===== config.mk =====
export PLATFORM = sky130hd
export DESIGN_NAME = flappy_pixel_renderer
export DESIGN_NICKNAME = d
export VERILOG_FILES = /design/src/rtl/flappy_pixel_renderer.sv
export SDC_FILE = /design/constraint.sdc
export NUM_CORES = 1
export LEC_CHECK = 0
export ABC_AREA = 0
export BUFFER_PORTS_ARGS = -buffer_cell sky130_fd_sc_hd__buf_2
export CAP_MARGIN = 10
export CORE_MARGIN = 2
export CORE_UTILIZATION = 62
export CTS_CLUSTER_DIAMETER = 80
export DETAILED_ROUTE_END_ITERATION = 8
export PLACE_DENSITY = 0.89
export SKIP_CTS_REPAIR_TIMING = 1
export SYNTH_ARGS = -nofsm -noshare
export SYNTH_HDL_FRONTEND = slang
export SYNTH_SLANG_ARGS = --single-unit
export TNS_END_PERCENT = 30

===== constraint.sdc =====
create_clock -name clk -period 14.3 [get_ports clk]
set_clock_uncertainty 0.15 [all_clocks]
set_input_delay 0.715 -clock clk [delete_from_list [all_inputs] [get_ports clk]]
set_output_delay 0.715 -clock clk [all_outputs]
set_load 0.005 [all_outputs]

===== src/rtl/flappy_pixel_renderer.sv =====
// flappy_pixel_renderer: 640x480@60 VGA renderer for the flappy game state.
// Generates VGA timing from a divided pixel tick, snapshots the game state
// once per frame at (h=0, v=480) and composites bird, coin, pipes and the
// background through a two-stage pipeline (rgb, hs and vs share the latency).
// Ports:
//   clk, rst          system clock, synchronous active-low reset
//   bird_y            [9:0] bird bottom edge (world y), [15] rising
//   pipe1..pipe3      [27:20] gap, [19:10] left x, [9:0] gap bottom y
//   coin              [31] valid, [19:10] bottom y, [9:0] left x
//   status            2'b11 two-player, anything else single-player
//   hs, vs            active-low syncs
//   r, g, b           4-bit colour channels
//   frame_tick        one-clk pulse when the snapshot is taken
module flappy_pixel_renderer #(
  parameter int unsigned PIX_DIV   = 4,
  parameter int unsigned BIRD_X    = 40,
  parameter int unsigned BIRD_SIZE = 16,
  parameter int unsigned PIPE_W    = 50,
  parameter int unsigned COIN_SIZE = 16,
  parameter int unsigned RIM       = 4
) (
  input  logic        clk,
  input  logic        rst,
  input  logic [15:0] bird_y,
  input  logic [31:0] pipe1,
  input  logic [31:0] pipe2,
  input  logic [31:0] pipe3,
  input  logic [31:0] coin,
  input  logic [1:0]  status,
  output logic        hs,
  output logic        vs,
  output logic [3:0]  r,
  output logic [3:0]  g,
  output logic [3:0]  b,
  output logic        frame_tick
);

  localparam int unsigned DIV_W    = (PIX_DIV > 1) ? $clog2(PIX_DIV) : 1;
  localparam int unsigned H_VIS    = 640;
  localparam int unsigned H_SYNC_S = 656;
  localparam int unsigned H_SYNC_E = 751;
  localparam int unsigned H_TOTAL  = 800;
  localparam int unsigned V_VIS    = 480;
  localparam int unsigned V_SYNC_S = 490;
  localparam int unsigned V_SYNC_E = 491;
  localparam int unsigned V_TOTAL  = 525;

  localparam logic [11:0] C_BLANK   = 12'h000;
  localparam logic [11:0] C_BIRD_UP = 12'hFE0;
  localparam logic [11:0] C_BIRD_DN = 12'hFA0;
  localparam logic [11:0] C_COIN    = 12'hFD2;
  localparam logic [11:0] C_RIM     = 12'h171;
  localparam logic [11:0] C_PIPE    = 12'h2A2;
  localparam logic [11:0] C_PIPE_P2 = 12'h2AF;
  localparam logic [11:0] C_SKY     = 12'h4CF;

  logic [DIV_W-1:0] r_div;
  logic [9:0]       r_h, r_v;
  logic             w_tick, w_snap;

  // Shadow copy of the game state, only the fields rendering needs
  logic [27:0] r_pipe [3];
  logic [9:0]  r_bird_y;
  logic        r_bird_rise;
  logic        r_coin_v;
  logic [9:0]  r_coin_x, r_coin_y;
  logic [1:0]  r_status;
  logic        r_frame_tick;

  logic w_unused;
  assign w_unused = ^{bird_y[14:10], pipe1[31:28], pipe2[31:28], pipe3[31:28], coin[30:20]};

  assign w_tick = (r_div == DIV_W'(PIX_DIV - 1));
  assign w_snap = w_tick && (r_h == 10'd0) && (r_v == 10'(V_VIS));

  // Pixel-tick divider
  always_ff @(posedge clk) begin
    if (!rst)        r_div <= '0;
    else if (w_tick) r_div <= '0;
    else             r_div <= r_div + DIV_W'(1);
  end

  // Raster counters
  always_ff @(posedge clk) begin
    if (!rst) begin
      r_h <= '0;
      r_v <= '0;
    end else if (w_tick) begin
      if (r_h == 10'(H_TOTAL - 1)) begin
        r_h <= '0;
        r_v <= (r_v == 10'(V_TOTAL - 1)) ? 10'd0 : r_v + 10'd1;
      end else begin
        r_h <= r_h + 10'd1;
      end
    end
  end

  // Once-per-frame snapshot so a frame never tears
  always_ff @(posedge clk) begin
    if (!rst) begin
      for (int i = 0; i < 3; i++) r_pipe[i] <= '0;
      r_bird_y     <= '0;
      r_bird_rise  <= 1'b0;
      r_coin_v     <= 1'b0;
      r_coin_x     <= '0;
      r_coin_y     <= '0;
      r_status     <= '0;
      r_frame_tick <= 1'b0;
    end else begin
      r_frame_tick <= w_snap;
      if (w_snap) begin
        r_pipe[0]   <= pipe1[27:0];
        r_pipe[1]   <= pipe2[27:0];
        r_pipe[2]   <= pipe3[27:0];
        r_bird_y    <= bird_y[9:0];
        r_bird_rise <= bird_y[15];
        r_coin_v    <= coin[31];
        r_coin_x    <= coin[9:0];
        r_coin_y    <= coin[19:10];
        r_status    <= status;
      end
    end
  end

  // Pipe coverage in 11 bits; wrapped pipes compare against x+1024 so the
  // left part of the pipe sits at "negative" columns. Returns {rim, hit}.
  function automatic logic [1:0] pipe_eval(input logic [27:0] p, input logic [10:0] x,
                                           input logic [10:0] y);
    logic [10:0] px, hi, xe, gy, top;
    logic        wrap, norm, cov, col_rim, body, row_rim;
    px      = {1'b0, p[19:10]};
    wrap    = px >= 11'(1024 - PIPE_W);
    norm    = px <= 11'(H_VIS - 1);
    xe      = wrap ? x + 11'd1024 : x;
    hi      = px + 11'(PIPE_W - 1);
    cov     = (wrap || norm) && (x <= 11'(H_VIS - 1)) && (xe >= px) && (xe <= hi);
    col_rim = (xe < px + 11'(RIM)) || (xe + 11'(RIM) > hi);
    gy      = {1'b0, p[9:0]};
    top     = gy + {3'b000, p[27:20]};
    body    = (y < gy) || (y >= top);
    row_rim = ((y < gy) && (y + 11'(RIM) >= gy)) || ((y >= top) && (y < top + 11'(RIM)));
    return {cov && body && (col_rim || row_rim), cov && body};
  endfunction

  logic [10:0] w_x, w_y;
  logic [1:0]  w_pe [3];
  logic        w_bird, w_coin, w_vis, w_hs, w_vs, w_rim, w_body, w_p2;
  logic        w_sel_found;
  logic [1:0]  w_sel;
  logic [9:0]  w_best;

  assign w_x = {1'b0, r_h};
  assign w_y = 11'(V_VIS - 1) - {1'b0, r_v};

  for (genvar gi = 0; gi < 3; gi++) begin : g_pipe
    assign w_pe[gi] = pipe_eval(r_pipe[gi], w_x, w_y);
  end

  // Two-player pipe: on-screen pipe with the largest x (lowest index on ties)
  always_comb begin
    w_sel_found = 1'b0;
    w_sel       = 2'd0;
    w_best      = 10'd0;
    for (int i = 0; i < 3; i++) begin
      if ((r_pipe[i][19:10] <= 10'(H_VIS - 1)) && (!w_sel_found || (r_pipe[i][19:10] > w_best))) begin
        w_sel_found = 1'b1;
        w_sel       = 2'(i);
        w_best      = r_pipe[i][19:10];
      end
    end
  end

  assign w_rim  = w_pe[0][1] || w_pe[1][1] || w_pe[2][1];
  assign w_body = w_pe[0][0] || w_pe[1][0] || w_pe[2][0];
  assign w_p2   = (r_status == 2'b11) && w_sel_found && w_pe[w_sel][0];

  assign w_bird = (w_x >= 11'(BIRD_X)) && (w_x < 11'(BIRD_X + BIRD_SIZE)) &&
                  (w_y >= {1'b0, r_bird_y}) && (w_y < {1'b0, r_bird_y} + 11'(BIRD_SIZE));
  assign w_coin = r_coin_v &&
                  (w_x >= {1'b0, r_coin_x}) && (w_x < {1'b0, r_coin_x} + 11'(COIN_SIZE)) &&
                  (w_y >= {1'b0, r_coin_y}) && (w_y < {1'b0, r_coin_y} + 11'(COIN_SIZE));
  assign w_vis  = (r_h < 10'(H_VIS)) && (r_v < 10'(V_VIS));
  assign w_hs   = !((r_h >= 10'(H_SYNC_S)) && (r_h <= 10'(H_SYNC_E)));
  assign w_vs   = !((r_v >= 10'(V_SYNC_S)) && (r_v <= 10'(V_SYNC_E)));

  // Stage 1: hit flags and raster qualifiers
  logic r_s1_vis, r_s1_hs, r_s1_vs, r_s1_bird, r_s1_rise, r_s1_coin, r_s1_rim, r_s1_body, r_s1_p2;

  always_ff @(posedge clk) begin
    if (!rst) begin
      r_s1_vis  <= 1'b0;
      r_s1_hs   <= 1'b1;
      r_s1_vs   <= 1'b1;
      r_s1_bird <= 1'b0;
      r_s1_rise <= 1'b0;
      r_s1_coin <= 1'b0;
      r_s1_rim  <= 1'b0;
      r_s1_body <= 1'b0;
      r_s1_p2   <= 1'b0;
    end else if (w_tick) begin
      r_s1_vis  <= w_vis;
      r_s1_hs   <= w_hs;
      r_s1_vs   <= w_vs;
      r_s1_bird <= w_bird;
      r_s1_rise <= r_bird_rise;
      r_s1_coin <= w_coin;
      r_s1_rim  <= w_rim;
      r_s1_body <= w_body;
      r_s1_p2   <= w_p2;
    end
  end

  // Colour priority
  logic [11:0] w_rgb;
  always_comb begin
    w_rgb = C_BLANK;
    if (!r_s1_vis)      w_rgb = C_BLANK;
    else if (r_s1_bird) w_rgb = r_s1_rise ? C_BIRD_UP : C_BIRD_DN;
    else if (r_s1_coin) w_rgb = C_COIN;
    else if (r_s1_rim)  w_rgb = C_RIM;
    else if (r_s1_p2)   w_rgb = C_PIPE_P2;
    else if (r_s1_body) w_rgb = C_PIPE;
    else                w_rgb = C_SKY;
  end

  // Stage 2: colour and delayed syncs
  logic        r_s2_hs, r_s2_vs;
  logic [11:0] r_s2_rgb;

  always_ff @(posedge clk) begin
    if (!rst) begin
      r_s2_hs  <= 1'b1;
      r_s2_vs  <= 1'b1;
      r_s2_rgb <= C_BLANK;
    end else if (w_tick) begin
      r_s2_hs  <= r_s1_hs;
      r_s2_vs  <= r_s1_vs;
      r_s2_rgb <= w_rgb;
    end
  end

  assign hs         = r_s2_hs;
  assign vs         = r_s2_vs;
  assign r          = r_s2_rgb[11:8];
  assign g          = r_s2_rgb[7:4];
  assign b          = r_s2_rgb[3:0];
  assign frame_tick = r_frame_tick;

endmodule

==> run_results.csv <==
group,metric,value,unit
cells_and_area,multiInputGateArea,11400,um^2
cells_and_area,syn2layout_area_growth,9.69,%
route,routed_wl,43700,um
floorplan,start_util,62.9,%
worst_setup_path,reg2reg_depth,17,
route,post-route-drc-count,0,
power,p_int,0.891,mW
clock_tree,cts.path.max_buffers,2,
clock_tree,numCtsBuffers,17,
sta,slew_headroom,26.2,%
route,routed-via-count,14708,
grt,grt.total_usage,30.9,%
power,p_sw_share,32.4,%
clock_tree,htreeDepth,4,
sta,finalCriticalPeriod,4.69,ns
place,place_hpwl,32400,um
cells_and_area,fin_nets,2487,
cells_and_area,drive_above_1_share,10.2,%
worst_setup_path,start_kind,"flip-flop",
floorplan,die_width,166,um
grt,grt_pass1_wl,70000,um
worst_setup_path,r2r_end,"r_s1_p2$_SDFFE_PN0P_",
grt,grt_remaining_overflow,0,
floorplan,rows,59,
clock_tree,cts_sinks,163,
min_path,hold_class,"reg -> reg",
power,p_leak,8.25,nW
power,p_sw,0.427,mW
worst_setup_path,crit_required,14.50,ns
floorplan,ioPinCount,163,
synthesis,synth_cells,1856,
synthesis,yosysTopAreaCell,"ha_1",
cells_and_area,n_fill_cell,1916,
worst_setup_path,endpoint_kind,"flip-flop",
clock_tree,cts_tree,"done",
grt,first_global_vias,14722,
sta,timing.fmax,0.213,GHz
sta,tns,0,ns
route,drt_iter0_markers,1062,
power,pwr-share-clk,35.4,%
min_path,min_to,"r_div[0]$_SDFF_PP0_",
cells_and_area,final_cell_mix,"ha_1, nand2_1, inv_1, buf_2, nor2_1",
synthesis,synth-seq-cells,163,
status,outcome,"completed",
power,p_seq_share,39.6,%
synthesis,yosysTopAreaCellShare,27.3,%
sta,setup_viol,0,
route,dr.pass1.iters,5,
cells_and_area,mostFrequentLayoutCell,"ha_1",
synthesis,syn-cell-area,16300,um^2
synthesis,synth-main-ff-cell,"edfxtp_1",
synthesis,synth.yosys.seq_area_share,25.2,%
worst_setup_path,arrival,4.89,ns
power,peakVddDrop,73.4,uV
synthesis,mappedNetlistNets,2363,
place,gp_congestion,0.953,
cells_and_area,num_antenna_cells,0,
sta,tightestPinTransition,1.11,ns
sta,timing.hold.ws,0.282,ns
synthesis,synth_area_per_cell,8.78,um^2
grt,antenna_found_initial,0,
worst_setup_path,worstPathMaxFanout,3,
floorplan,core-area,25900,um^2
grt,grt_max_degree,116,
route,ant_nets,0,
synthesis,synth_edf_count,84,
synthesis,synthDistinctLibCells,78,
worst_setup_path,rrSetupSlack,9.61,ns
cells_and_area,seq_area,4100,um^2
clock_tree,clk_latency,0.45,ns
route,viasPerCell,6.32,
worst_setup_path,startpoint,"r_pipe[0][0]$_SDFFCE_PN0P_",
floorplan,die_area,27600,um^2
worst_setup_path,r2r_start,"r_pipe[0][0]$_SDFFCE_PN0P_",
worst_setup_path,worst-setup-path-type,"reg -> reg",
floorplan,fp.dieH,166,um
synthesis,synth_area_leaders,"ha_1, edfxtp_1, dfxtp_1, xnor2_1, and3_1",
place,io_buffers,134,
sta,hold_viol,0,
job,drv_cap,0,
synthesis,yosysWarnings,0,
clock_tree,clk_pin_slew_worst_paths,0.08,ns
clock_tree,root_buffer,"clkbuf_16",
sta,maxSlewViolCount,0,
min_path,min_from,"r_div[0]$_SDFF_PP0_",
route,wl_per_cell,18.8,um
power,power_frac_comb,25.0,%
synthesis,async_reset_ff_share,0,%
sta,grt_setup_unrepaired,"false",
power,pwr_density_cell,73.7,nW/um^2
min_path,hold_depth,1,
sta,min_period_over_period,32.8,%
-- metal layers --
metal  vias to the layer above  GRT usage [%]  part of all wire [%]  wire length, um
met5                         -              0                     0                0
met4                         0           16.5                   5.1             2220
met3                       186           4.81                   5.7             2500
met2                       576           54.3                    49            21300
met1                      6936           36.3                    41            17700
li1                       7010              -                     -                -
-- worst max path at each step --
stage | to | slack, ns
floorplan | r_pipe[0][0]$_SDFFCE_PN0P_ | 9.55
global placement | r_s1_p2$_SDFFE_PN0P_ | 9.81
detailed placement | r_s1_p2$_SDFFE_PN0P_ | 9.73
CTS | r_s1_p2$_SDFFE_PN0P_ | 9.67
global route | r_s1_p2$_SDFFE_PN0P_ | 9.28
finish | r_s1_p2$_SDFFE_PN0P_ | 9.61
-- Yosys cell counts, drive strengths merged (20+ instances only) --
| cell type | instances |
|---|---|
| clkbuf | 39 |
| edfxtp | 84 |
| a21oi | 97 |
| nand3 | 58 |
| a21o | 34 |
| o21ai | 97 |
| and3 | 95 |
| nand2 | 150 |
| nor3 | 38 |
| a21boi | 38 |
| o21a | 20 |
| xnor2 | 99 |
| xor2 | 28 |
| ha | 356 |
| inv | 148 |
| nand4 | 43 |
| nor2b | 24 |
| nand2b | 21 |
| dfxtp | 79 |
| nor2 | 108 |
-- through the flow --
stage	setup slack, ns	total power [mW]	utilization, %	cells	instance area (um^2)
finish	9.61	1.32	69.0	2328	17900
global route	9.28	1.38	69.0	2328	17900
CTS	9.67	1.31	69.0	2328	17900
detailed placement	9.73	0.851	66.8	2296	17300
global placement	9.81	0.829	66.8	2296	17300
floorplan	9.55	0.761	-	1856	16300
-- power groups by stage --
stage / Clock, mW / Sequential, mW / Combinational (mW)
floorplan: 0 / 0.525 / 0.236
global placement: 0 / 0.532 / 0.298
detailed placement: 0 / 0.532 / 0.319
CTS: 0.466 / 0.522 / 0.325
global route: 0.483 / 0.523 / 0.369
finish: 0.466 / 0.522 / 0.329
-- area by class of cell --
cell class	count	area share [%]
inverters	148	3.11
repair buffers	157	4.73
clock inverters	15	0.798
clock buffers	17	2.38
multi-input cells	1493	63.7
flip-flops and latches	163	23.0
well taps	335	2.34
-- cell families (layout without fill, tap and decap cells) --
logic type      count (synthesis)  after routing  synth area share, %
compound gates                412            412                 16.5
xor+xnor                      127            127                 6.82
fa+ha+maj                     359            359                 27.7
buf+inv                       200            337                 5.01
flops                         163            163                 25.2
mux                             7              7                0.445
simple gates                  588            588                 18.3
-- worst max-delay path, cell delays in order, from the launching register on --
cell and delay [ns]:
edfxtp_1 0.42, ha_1 0.26, fa_1 0.46, a21o_1 0.20, a21oi_1 0.24, o21ai_0 0.16, o41ai_1 0.43, xnor2_1 0.20
inv_1 0.13, ha_1 0.32, a21oi_1 0.13, nor2_1 0.06, a211oi_1 0.24, nor4b_1 0.35, nor2_1 0.19, o2111ai_1 0.36
mux2i_1 0.13, a21o_1 0.18
-- sequential cells by signal (all words and copies together) (netlist names), 2 cells and up --
name and flops:
r_status 2, r_coin_x 10, r_div 2, r_bird_y 10
r_pipe 84, r_coin_y 10, r_h 10, r_v 10
r_s2_rgb 11
Power figures use the tool's default switching activity.
